==> config.mk <==
export PLATFORM = sky130hd
export DESIGN_NAME = key_axis_tx
export DESIGN_NICKNAME = d
export VERILOG_FILES = /design/src/rtl/sift_pkg.sv /design/src/rtl/key_axis_tx_if.sv /design/src/rtl/key_fifo.sv /design/src/rtl/key_axis_tx.sv
export SDC_FILE = /design/constraint.sdc
export NUM_CORES = 1
export LEC_CHECK = 0
export BUFFER_PORTS_ARGS = -buffer_cell sky130_fd_sc_hd__buf_2
export CAP_MARGIN = 20
export CORE_ASPECT_RATIO = 1.1
export CORE_UTILIZATION = 50
export DETAILED_ROUTE_END_ITERATION = 6
export HOLD_SLACK_MARGIN = 0.02
export PLACE_DENSITY = 0.78
export SLEW_MARGIN = 20
export SYNTH_ARGS = -nofsm -noshare
export SYNTH_HDL_FRONTEND = slang
export SYNTH_SLANG_ARGS = --single-unit
==> constraint.sdc <==
create_clock -name axi_clk -period 4.4 [get_ports axi_clk]
set_clock_uncertainty 0.15 [all_clocks]
set_input_delay 0.88 -clock axi_clk [delete_from_list [all_inputs] [get_ports axi_clk]]
set_output_delay 0.88 -clock axi_clk [all_outputs]
set_load 0.03 [all_outputs]
==> src/rtl/sift_pkg.sv <==
// Shared types and constants for the keypoint stream path: coordinate word layout,
// buffer entry format and transmitter states.
package sift_pkg;

    localparam int unsigned KEY_COORD_W = 16;
    localparam logic [KEY_COORD_W-1:0] KEY_TRAILER_TAG = 16'hFFFF;

    typedef struct packed {
        logic [KEY_COORD_W-1:0] row;
        logic [KEY_COORD_W-1:0] col;
    } key_word_t;

    typedef struct packed {
        logic      last;
        key_word_t word;
    } key_entry_t;

    typedef enum logic {
        ST_RUN,
        ST_TRAIL
    } key_tx_state_e;

    function automatic logic [15:0] sat_inc16(input logic [15:0] v);
        return (v == 16'hFFFF) ? v : v + 16'd1;
    endfunction

endpackage

==> src/rtl/key_axis_tx_if.sv <==
// AXI4-Stream style keypoint channel between the keypoint buffer and its consumer.
interface key_axis_tx_if;

    logic [31:0] tdata;
    logic        tvalid;
    logic        tready;
    logic        tlast;

    modport master (output tdata, output tvalid, output tlast, input tready);
    modport slave  (input tdata, input tvalid, input tlast, output tready);

endinterface

==> src/rtl/key_fifo.sv <==
// Keypoint output buffer: FWFT with a registered head, two write ports so a keypoint
// and the frame trailer can be queued on the same edge (port A is written first).
module key_fifo
    import sift_pkg::*;
#(
    parameter int unsigned FIFO_DEPTH = 16
)(
    input  logic                          clk_i,
    input  logic                          rst_ni,
    input  logic                          push_a_i,
    input  key_entry_t                    data_a_i,
    input  logic                          push_b_i,
    input  key_entry_t                    data_b_i,
    output logic [$clog2(FIFO_DEPTH):0]   count_o,
    key_axis_tx_if.master                 m_axis
);

    localparam int unsigned PW = $clog2(FIFO_DEPTH);
    localparam int unsigned CW = PW + 1;

    typedef logic [PW-1:0] ptr_t;

    key_entry_t      mem_q [FIFO_DEPTH];
    ptr_t            wr_ptr_q, wr_ptr_d;
    ptr_t            rd_ptr_q, rd_ptr_d;
    ptr_t            wr_ptr_b;
    logic [CW-1:0]   count_q, count_d;
    logic [CW-1:0]   count_left;
    key_entry_t      head_q, head_d;
    logic            head_vld_q, head_vld_d;
    logic            pop;

    assign pop = head_vld_q & m_axis.tready;

    always_comb begin
        rd_ptr_d   = rd_ptr_q + ptr_t'(pop);
        wr_ptr_b   = wr_ptr_q + ptr_t'(push_a_i);
        wr_ptr_d   = wr_ptr_b + ptr_t'(push_b_i);
        count_d    = count_q + CW'(push_a_i) + CW'(push_b_i) - CW'(pop);
        // Head is refilled only from entries already stored before this edge.
        count_left = count_q - CW'(pop);
        head_vld_d = (count_left != '0);
        head_d     = head_vld_d ? mem_q[rd_ptr_d] : '0;
    end

    always_ff @(posedge clk_i) begin
        if (push_a_i) mem_q[wr_ptr_q] <= data_a_i;
        if (push_b_i) mem_q[wr_ptr_b] <= data_b_i;
    end

    always_ff @(posedge clk_i or negedge rst_ni) begin
        if (!rst_ni) begin
            wr_ptr_q   <= '0;
            rd_ptr_q   <= '0;
            count_q    <= '0;
            head_q     <= '0;
            head_vld_q <= 1'b0;
        end else begin
            wr_ptr_q   <= wr_ptr_d;
            rd_ptr_q   <= rd_ptr_d;
            count_q    <= count_d;
            head_q     <= head_d;
            head_vld_q <= head_vld_d;
        end
    end

    assign count_o       = count_q;
    assign m_axis.tvalid = head_vld_q;
    assign m_axis.tdata  = head_q.word;
    assign m_axis.tlast  = head_q.last;

endmodule

==> src/rtl/key_axis_tx.sv <==
// Turns the extreme-detector raster mark stream into {row,col} keypoint words plus a
// per-frame trailer carrying the accepted-keypoint count.
module key_axis_tx
    import sift_pkg::*;
#(
    parameter int unsigned IMAGE_COLUMN = 512,
    parameter int unsigned IMAGE_ROW    = 512,
    parameter int unsigned FIFO_DEPTH   = 16
)(
    input  logic        axi_clk,
    input  logic        axi_rst,
    input  logic        key_valid,
    input  logic        key_mark,
    output logic [31:0] m_axis_tdata,
    output logic        m_axis_tvalid,
    input  logic        m_axis_tready,
    output logic        m_axis_tlast,
    output logic        frame_done,
    output logic        overflow,
    output logic [15:0] drop_cnt
);

    localparam int unsigned CW = $clog2(FIFO_DEPTH) + 1;
    localparam logic [15:0]   COL_LAST  = 16'(IMAGE_COLUMN - 1);
    localparam logic [15:0]   ROW_LAST  = 16'(IMAGE_ROW - 1);
    localparam logic [CW-1:0] KP_LIMIT  = CW'(FIFO_DEPTH - 1);
    localparam logic [CW-1:0] FIFO_FULL = CW'(FIFO_DEPTH);

    key_tx_state_e state_q, state_d;
    logic [15:0]   col_q, col_d;
    logic [15:0]   row_q, row_d;
    logic [15:0]   kp_cnt_q, kp_cnt_d;
    logic [15:0]   kp_cnt_inc;
    logic [15:0]   drop_q, drop_d;
    logic          ovf_q, ovf_d;
    logic          done_q;
    logic          kp_push, tr_push, last_px;
    logic [CW-1:0] fifo_cnt;
    key_entry_t    kp_entry, tr_entry;

    key_axis_tx_if axis_if ();

    always_comb begin
        state_d  = state_q;
        col_d    = col_q;
        row_d    = row_q;
        drop_d   = drop_q;
        ovf_d    = ovf_q;
        kp_push  = 1'b0;
        tr_push  = 1'b0;
        last_px  = key_valid && (col_q == COL_LAST) && (row_q == ROW_LAST);

        // The last buffer slot is held back so a trailer can always follow a keypoint.
        if (key_valid && key_mark) begin
            if (state_q == ST_RUN && fifo_cnt < KP_LIMIT) begin
                kp_push = 1'b1;
            end else begin
                drop_d = sat_inc16(drop_q);
                ovf_d  = 1'b1;
            end
        end

        kp_cnt_inc = kp_push ? sat_inc16(kp_cnt_q) : kp_cnt_q;
        kp_cnt_d   = kp_cnt_inc;

        case (state_q)
            ST_RUN: begin
                if (last_px) begin
                    if ((fifo_cnt + CW'(kp_push)) < FIFO_FULL) tr_push = 1'b1;
                    else                                       state_d = ST_TRAIL;
                end
            end
            ST_TRAIL: begin
                if (fifo_cnt < FIFO_FULL) begin
                    tr_push = 1'b1;
                    state_d = ST_RUN;
                end
            end
        endcase

        if (tr_push) kp_cnt_d = '0;

        if (key_valid) begin
            if (col_q == COL_LAST) begin
                col_d = '0;
                row_d = (row_q == ROW_LAST) ? '0 : row_q + 16'd1;
            end else begin
                col_d = col_q + 16'd1;
            end
        end
    end

    assign kp_entry = key_entry_t'({1'b0, row_q, col_q});
    assign tr_entry = key_entry_t'({1'b1, KEY_TRAILER_TAG, kp_cnt_inc});

    always_ff @(posedge axi_clk or negedge axi_rst) begin
        if (!axi_rst) begin
            state_q  <= ST_RUN;
            col_q    <= '0;
            row_q    <= '0;
            kp_cnt_q <= '0;
            drop_q   <= '0;
            ovf_q    <= 1'b0;
            done_q   <= 1'b0;
        end else begin
            state_q  <= state_d;
            col_q    <= col_d;
            row_q    <= row_d;
            kp_cnt_q <= kp_cnt_d;
            drop_q   <= drop_d;
            ovf_q    <= ovf_d;
            done_q   <= tr_push;
        end
    end

    key_fifo #(
        .FIFO_DEPTH (FIFO_DEPTH)
    ) u_fifo (
        .clk_i    (axi_clk),
        .rst_ni   (axi_rst),
        .push_a_i (kp_push),
        .data_a_i (kp_entry),
        .push_b_i (tr_push),
        .data_b_i (tr_entry),
        .count_o  (fifo_cnt),
        .m_axis   (axis_if.master)
    );

    assign axis_if.tready = m_axis_tready;
    assign m_axis_tdata   = axis_if.tdata;
    assign m_axis_tvalid  = axis_if.tvalid;
    assign m_axis_tlast   = axis_if.tlast;
    assign frame_done     = done_q;
    assign overflow       = ovf_q;
    assign drop_cnt       = drop_q;

endmodule

Word-level counts from Yosys, hierarchy flattened --
Memories as Yosys holds them, arrays and structs flattened. Index checks and enable logic that the tools add are counted.
Cells by class: $add $sub $neg 11, multiply operators 0, divide/modulo/power cells 0, $lt $le $gt $ge 3, equality and inequality tests 4, shift operators 0, mux-type cells 20, bitwise operators 4, reductions and logical operators 8
Operators by type and width (number):
- 2-to-1 mux 16 bit | 5
- adder 16 x 1 -> 16 bit (second input constant) | 4
- 2-to-1 mux 33 bit | 1
- == test 16 bit (second input constant) | 2
- == test 16 x 9 -> 1 bit (second input constant) | 2
- adder 4 x 1 -> 4 bit | 3
- 2-to-1 mux 1 bit | 12
- adder 5 x 1 -> 5 bit | 2
- less-than comparator 5 bit (second input constant) | 2
- subtractor 5 x 1 -> 5 bit | 2
- less-than comparator 5 x 4 -> 1 bit (second input constant) | 1
- nonzero test 5 bit | 1
- logical AND 1 bit | 4
- one-hot mux 1 bit (2 select lines) | 2
- AND reduction 2 bit | 2
- NOT 1 bit | 3
- AND reduction 3 bit | 1
- AND 1 bit | 1
Word-level totals: register bits 114, bits in latches 0, memory bits (writable) 528, ROM bits 0, word-level logic and storage cells 65, memories 1
Memories:
- u_fifo.mem_q | depth 16, width 33, read ports 1, clocked after Yosys merged registers in 0, write ports 2, RTL line key_fifo.sv:23 | key_entry_t mem_q [FIFO_DEPTH];

Depth between registers and ports, before layout --
Gate-level depths: netlist of run 1.
depth after elaboration 11, depth in mapped cells 18

Cells and area by module --
Synthesis of run 1 repeated with hierarchy kept, for this count alone.
Unflattened totals: cells, all modules 2105, area, all modules 32412.3 um2
Modules (own cells, without submodules):
- key_fifo | instances 1, cells each 1727, area each 28776.3 um2, sequential area each 17031.3 um2
- key_axis_tx | instances 1, cells each 378, area each 3636.0 um2, sequential area each 1676.6 um2

Worst setup path after synthesis of run 1 --
Ideal clock, no wire load.
path type input -> register, start input port key_valid, end register u_fifo.count_q[4] (netlist: u_fifo.count_o[4]), arrival time 4.258 ns, required time 4.170 ns, path slack -0.088 ns, stages on the path 17, cell sequence buf_2 nand4_1 clkbuf_1 inv_2 ha_1 ha_1 nand4b_1 xnor2_1 o32ai_4 buf_6 clkbuf_1 ha_1 fa_1 a21o_1 a21oi_1 xnor2_1 xnor2_1
Between the ends: cells in the longest elaborated chain, start to end 9, elaborated cells between the ends (all ways) 11, classes of those cells add/sub: 3; order compare: 1; mux: 4; reduce/logical: 3
Ends and longest elaborated chain:
- from (decl) | RTL line key_axis_tx.sv:12 | input logic key_valid,
- logical AND 1 bit | RTL line key_axis_tx.sv:54 | if (key_valid && key_mark) begin
- 2-to-1 mux 1 bit | RTL line key_axis_tx.sv:54
- adder 5 x 1 -> 5 bit | RTL line key_axis_tx.sv:69 | if ((fifo_cnt + CW'(kp_push)) < FIFO_FULL) tr_push = 1'b1;
- less-than comparator 5 bit | RTL line key_axis_tx.sv:69
- 2-to-1 mux 1 bit | RTL line key_axis_tx.sv:69
- 2-to-1 mux 1 bit (*) | RTL line key_axis_tx.sv:68 | if (last_px) begin
- one-hot mux 1 bit (2 select lines) (*) | RTL line key_axis_tx.sv:66 | case (state_q)
- net tr_push | RTL line key_axis_tx.sv:37 | logic kp_push, tr_push, last_px;
- adder 5 x 1 -> 5 bit (*) | RTL line key_fifo.sv:39 | count_d = count_q + CW'(push_a_i) + CW'(push_b_i) - CW'(pop);
- subtractor 5 x 1 -> 5 bit (*) | RTL line key_fifo.sv:39
- net u_fifo.count_d[4] | RTL line key_fifo.sv:27 | logic [CW-1:0] count_q, count_d;
- to (signal assigned) | RTL line key_fifo.sv:61 | count_q <= count_d;
- to (decl) | RTL line key_fifo.sv:27
The timed path passes the listed nets; every way through them passes the cells marked *. A chain may end at the register's enable or synchronous reset.

==> results of run 1 <==
-- worst register-to-register path: cells and delay by family, from the launching register on --
| kind | cells | cell delay, ps |
|---|---|---|
| and+or+nand+nor | 4 | 910 |
| AOI/OAI and AO/OA | 2 | 700 |
| DFF | 1 | 490 |
| buffers and inverters | 3 | 520 |
| adders and majority gates | 2 | 690 |
-- logic make-up (layout without fill, tap and decap cells) --
kind of cell	after synthesis	in the layout	share of synthesized area, %
xor gates and xnor gates	60	60	1.738
and+or+nand+nor	1335	1335	19.89
adders and majority gates	19	19	0.8113
muxes	320	320	16.07
buffers and inverters	293	321	4.048
DFF	642	642	52.88
AOI/OAI and AO/OA	220	220	4.557
-- cells in the final DEF, fill, tap and decap left out, types with 14 or more instances in the layout --
master,netlist,routed
nor2_1,37,37
ha_1,18,16
nand3_1,284,284
nor2b_1,39,39
buf_4,2,128
buf_12,1,14
buf_2,38,55
a211oi_1,68,68
o21ai_1,53,53
nand2_1,847,847
xnor2_1,39,30
nor3_1,23,14
clkbuf_16,0,60
nand4_1,23,23
dfxtp_1,272,272
mux2i_1,185,185
inv_1,14,14
dfrtp_1,114,114
o21ai_0,65,65
edfxtp_1,256,256
mux4_2,132,132
xor2_1,21,19
-- cells in the mapped netlist (9+ instances only) --
library cell | number | area share, %
xnor2_1 | 39 | 1.1
nand4_1 | 23 | 0.48
clkbuf_1 | 215 | 2.7
buf_1 | 15 | 0.19
nor3_1 | 23 | 0.38
inv_1 | 14 | 0.17
nor2_1 | 37 | 0.46
a211oi_1 | 68 | 1.7
nand3_1 | 284 | 4.7
nand3_4 | 11 | 0.64
o21ai_0 | 65 | 1.1
dfrtp_1 | 114 | 9.4
nor2b_1 | 39 | 0.81
nor4_1 | 11 | 0.23
or3_1 | 12 | 0.25
xor2_1 | 21 | 0.61
ha_1 | 18 | 0.75
edfxtp_1 | 256 | 25
nand2b_1 | 9 | 0.19
mux4_2 | 132 | 9.8
nand2_1 | 847 | 11
buf_2 | 38 | 0.63
o21ai_1 | 53 | 0.88
mux2i_1 | 185 | 6.1
dfxtp_1 | 272 | 18
-- flip-flops by register name, indices dropped and copies added (netlist names), 4 cells and up --
signal	count
u_fifo.mem_q	528
u_fifo.m_axis.tdata	32
col_q	16
drop_cnt	16
kp_cnt_q	16
row_q	16
u_fifo.count_o	5
u_fifo.rd_ptr_q	4
u_fifo.wr_ptr_q	4
-- layout make-up --
cell class              count  area, um^2  share of cell area (%)
clock buffers              79        1673                   4.949
clock inverters            29       329.1                  0.9736
inverters                  15       56.30                  0.1666
multi-input cells        1954       13270                   39.25
flip-flops and latches    642       15990                   47.30
well taps                 768       960.9                   2.843
repair buffers            198        1528                   4.520
-- metal layers --
metal / share of wire (%) / GRT usage (%) / vias to the layer above
met5: 0.015 / 0 / -
met4: 4.8 / 14.66 / 2
met3: 12 / 6.539 / 345
met2: 48 / 47.75 / 1664
met1: 35 / 34.92 / 11550
li1: - / - / 10080
-- worst min-delay path by stage --
stage / from / to / depth (start not counted)
floorplan: u_fifo.mem_q[10][32] / u_fifo.mem_q[10][32] / 2
global placement: u_fifo.mem_q[9][32] / u_fifo.mem_q[9][32] / 2
CTS: axi_rst / u_fifo.m_axis.tdata[25] / 1
global route: axi_rst / u_fifo.m_axis.tdata[26] / 1
finish: axi_rst / u_fifo.m_axis.tdata[26] / 1
detailed placement: u_fifo.mem_q[6][32] / u_fifo.mem_q[6][32] / 2
-- through the flow --
step | util, % | instance area [um^2] | std cells
after detailed placement | 53.18 | 31770 | 3577
after global placement | 53.15 | 31760 | 3577
after CTS | 56.53 | 33780 | 3685
after global routing | 56.57 | 33800 | 3685
final | 56.57 | 33800 | 3685
after floorplan | - | 30230 | 2889
-- power by group --
group	switching (W)	internal, W	leakage, nW
Combinational	0.00409	0.00252	6.88
Clock	0.00231	0.00307	0.994
Sequential	0.000334	0.00665	5.80
==> results.cfg, run 1 <==
[worst_setup_path]
crit_end = u_fifo.mem_q[8][6]
ff2ff_path_depth = 11
end_kind = flip-flop
worst-path-stages = 11
required_ps = 4570
critPathSlowestCell = o21ai_1
arrival_ps = 3950
r2r-end = u_fifo.mem_q[8][6]
cp_cell_sequence = nor2_1 -> nand4_1 -> inv_2 -> buf_4 -> ha_1 -> ha_1 -> o211ai_1 -> o21ai_1 -> nand3_4 -> nand2_1 -> buf_4
crit_start = u_fifo.count_o[4]
crit_path_max_fanout = 18
critPathKind = reg2reg
timing.rr.start = u_fifo.count_o[4]
worst-path-buf-inv = 3
slowest_delay_ps = 540
critical_path.top_delay_family = simple AND/OR/NAND/NOR gates
start_kind = flip-flop
r2r_setup_slack_ps = 620

[timing]
hold_ws_ps = 163.8
slew_headroom_pct = 29.24
layout_setup_ws_ps = 622.3
report.final.slew_viol_count = 0
final_hold_viol_count = 0
period_share_pct = 85.86
timing.setup.tns_ps = 0
max_freq_ghz = 0.2647
rsz0062_at_grt = false
worst_pin_slew_ps = 1056
fin_crit_ps = 3778
setup_viol = 0

[floorplan]
die_area_mm2 = 0.06145
fp.dieW_um = 236.4
die_y_um = 259.9
rows = 94
start_util_pct = 50.59
io_pins = 57
core_mm2 = 0.05975

[yosys]
synth_edf_count = 256
synth.avg_cell_area_um2 = 10.46
ys_types = 62
yosysSeqAreaShare_pct = 52.88
synth_area_mm2 = 0.03023
synth_nets = 2913
yosys_register_bits = 642
synth_ff_type = dfxtp_1
async_flop_share_pct = 17.76
yosys_warnings = 0
syn_inst = 2889

[place]
portBuffers = 56
routabilityCongestion = 0.8861
place_ws_ps = 288.6
dp_hpwl_um = 55920

[cts]
cts_setup_buffers = 0
htree_levels = 2
cts_repair_resize_count = 0
cts_hold_buffers = 0
cts-root-buf = clkbuf_16
cts_buffer_depth = 3
clock-sinks = 642
cts-buffers-inserted = 59
clk_pin_slew_ps = 60
cts_tree = done
clkLatencyLatePin_ps = 650

[finish]
area_delta_synth_final_pct = 11.81
drive_above_1_share_pct = 16.42
diodes = 0
fillCellCount = 4765
nets = 2894

[run]
drv_cap = 0

[global_route]
grt_pass1_vias = 23760
groute.usage.overall_pct = 28.65
grt-ovfl-total = 0
grt_max_degree = 81
antenna_found_initial = 3
grt_pass1_wl_um = 135800

[routing]
drtIter0Drc = 3281
post_drt_wl_per_cell_um = 23.99
num_vias = 23640
drc_errors = 0
via_per_inst = 6.415
routed_wl_um = 88400
ant_nets = 0
first_pass_iters = 6

[power]
p_total_w = 0.01898
peakVddDrop_mv = 0.5593
power_leakage_nw = 13.67
p_per_area_mw_per_mm2 = 561.4

[worst_hold_path]
hold_path.class = in2async

[outcome]
outcome = completed
Power figures use the tool's default switching activity.
==> run 2: changes to the inputs <==
ABC_AREA = 1   (was not set)
==> results.cfg, run 2 <==
[outcome]
outcome = completed

[global_route]
antenna_found_initial = 0
grt-ovfl-total = 0
grt_pass1_vias = 25280
grt_pass1_wl_um = 140100
grt_max_degree = 101
groute.usage.overall_pct = 28.37

[yosys]
synth.avg_cell_area_um2 = 8.242
yosys_register_bits = 642
synth_edf_count = 256
async_flop_share_pct = 17.76
syn_inst = 3736
synth_most_common_cell = nand2_1
yosysTopAreaCell = edfxtp_1
synth_nets = 3760
synth_ff_type = dfxtp_1
yosysSeqAreaShare_pct = 51.91
synth_commonest_cells = nand2_1 (1336), dfxtp_1 (272), a21oi_1 (269), o211ai_1 (257), edfxtp_1 (256)
synth_area_mm2 = 0.03079
yosys_warnings = 0
yosysTopAreaCellShare_pct = 24.96
synth_area_leaders = edfxtp_1 (25%), dfxtp_1 (18%), nand2_1 (16%), dfrtp_1 (9.3%), o211ai_1 (6.3%)
ys_types = 41

[finish]
layout_commonest_cell = nand2_1
finalInstanceArea_mm2 = 0.03415
nets = 3698
drive_above_1_share_pct = 9.088
diodes = 0
fin_util_pct = 56.01
seqCellArea_mm2 = 0.01599
multi_input_comb_area_mm2 = 0.01295
largest_register_ffs = 528
final_cell_mix = nand2_1 (1336), dfxtp_1 (272), a21oi_1 (269)
top_register = u_fifo.mem_q
area_delta_synth_final_pct = 10.91
fillCellCount = 5269

[timing]
period_share_pct = 76.03
worst_pin_slew_ps = 924.8
rsz0062_at_grt = false
setup_viol = 0
fin_crit_ps = 3345
report.final.slew_viol_count = 0
timing.setup.tns_ps = 0
slew_headroom_pct = 38.20
max_freq_ghz = 0.2989
layout_setup_ws_ps = 1055
final_hold_viol_count = 0
hold_ws_ps = 87.17

[worst_hold_path]
hold_path.class = in2async

[cts]
clock-sinks = 642
cts_buffer_depth = 3
htree_levels = 3
cts_hold_buffers = 0
clk_pin_slew_ps = 60
cts_setup_buffers = 0
cts-buffers-inserted = 69
cts_tree = done
cts-root-buf = clkbuf_16
cts_repair_resize_count = 0
clkLatencyLatePin_ps = 650

[routing]
routed_wl_um = 89820
first_pass_iters = 6
ant_nets = 0
drc_errors = 0
num_vias = 27100
post_drt_wl_per_cell_um = 19.72
via_per_inst = 5.951
drtIter0Drc = 3539

[place]
portBuffers = 56
dp_hpwl_um = 54480
place_ws_ps = 579.2
placed_area_mm2 = 0.03180
routabilityCongestion = 0.9039

[power]
peakVddDrop_mv = 0.6184
power_leakage_nw = 13.36
p_per_area_mw_per_mm2 = 701.6

[worst_setup_path]
start_kind = flip-flop
r2r_setup_slack_ps = 1050
arrival_ps = 3740
crit_path_max_fanout = 19
required_ps = 4790
end_kind = flip-flop
critPathKind = reg2reg

[floorplan]
die_y_um = 262.3
rows = 95
core_mm2 = 0.06098
io_pins = 57
start_util_pct = 50.50
die_area_mm2 = 0.06258
fp.dieW_um = 238.6

[run]
drv_cap = 0
[run 2: cell count changes after synthesis, moves of 64 or more]
cell      before   now
nand2_1      847  1336
a21oi_1        6   269
o211ai_1       2   257
mux2i_1      185     1
nand3_1      284   146
mux4_2       132     0
o21ai_0       65   184
inv_1         14   102
nor2_1        37   125
a22oi_1        1    65
[run 2: power breakdown]
group	leakage [nW]	internal (W)	switching [W]
clock	1.12	0.00350	0.00249
combinational	6.53	0.00303	0.00723
sequential	5.71	0.00716	0.000567
[run 2: cell type report]
cell class / instances / share of cell area [%]
sequential: 642 / 46.81
tap: 824 / 3.019
inverter: 134 / 1.509
clock inverter: 23 / 1.004
multi-input combinational: 2652 / 37.92
timing repair buffer: 175 / 3.953
clock buffer: 104 / 5.792
[run 2: cells by family after synthesis]
group | count (synthesis) | share of synthesized area, %
buf+inv | 442 | 6.160
xor+xnor | 52 | 1.503
simple gates | 1689 | 22.22
compound gates | 891 | 17.37
flops | 642 | 51.91
mux | 1 | 0.03251
fa+ha+maj | 19 | 0.7964
[run 2: worst max-delay path: stages, from the launching register on]
cell and delay (ps):
dfrtp_1 890, inv_2 120, nand2_1 90, nor2_1 50
nand2_2 140, nor2_8 80, nand2_4 120, nand2_4 150
nand2_4 100, inv_2 40, ha_1 210, fa_1 460
nand2_1 90, nand2_1 50, a21oi_1 160, xor2_1 190
xor2_1 150
[run 2: path summary, 6_finish.rpt]
path,end,startpoint,depth (start not counted)
worst max-delay path,u_fifo.count_o[4],col_q[12],16
worst min-delay path,frame_done,axi_rst,1
worst max register to register,u_fifo.count_o[4],col_q[12],16
worst min register to register,u_fifo.mem_q[11][32],u_fifo.mem_q[11][32],2
max in group asynchronous,col_q[1],axi_rst,2
min in group axi_clk,u_fifo.mem_q[11][32],u_fifo.mem_q[11][32],2
[run 2: metrics by stage]
step	std cells	power, W
floorplan	3736	0.01445
global placement	4426	0.01762
detailed placement	4426	0.01775
CTS	4553	0.02373
global route	4554	0.02510
finish	4554	0.02396
[run 2: layer usage]
| metal | track usage [%] | wire (um) | up-vias | part of all wire [%] |
|---|---|---|---|---|
| li1 | - | - | 12570 | - |
| met1 | 37.45 | 34740 | 12700 | 39 |
| met2 | 45.22 | 41860 | 1533 | 47 |
| met3 | 4.156 | 8696 | 302 | 9.7 |
| met4 | 14.64 | 4522 | 0 | 5.0 |
| met5 | 0 | 0 | - | 0 |
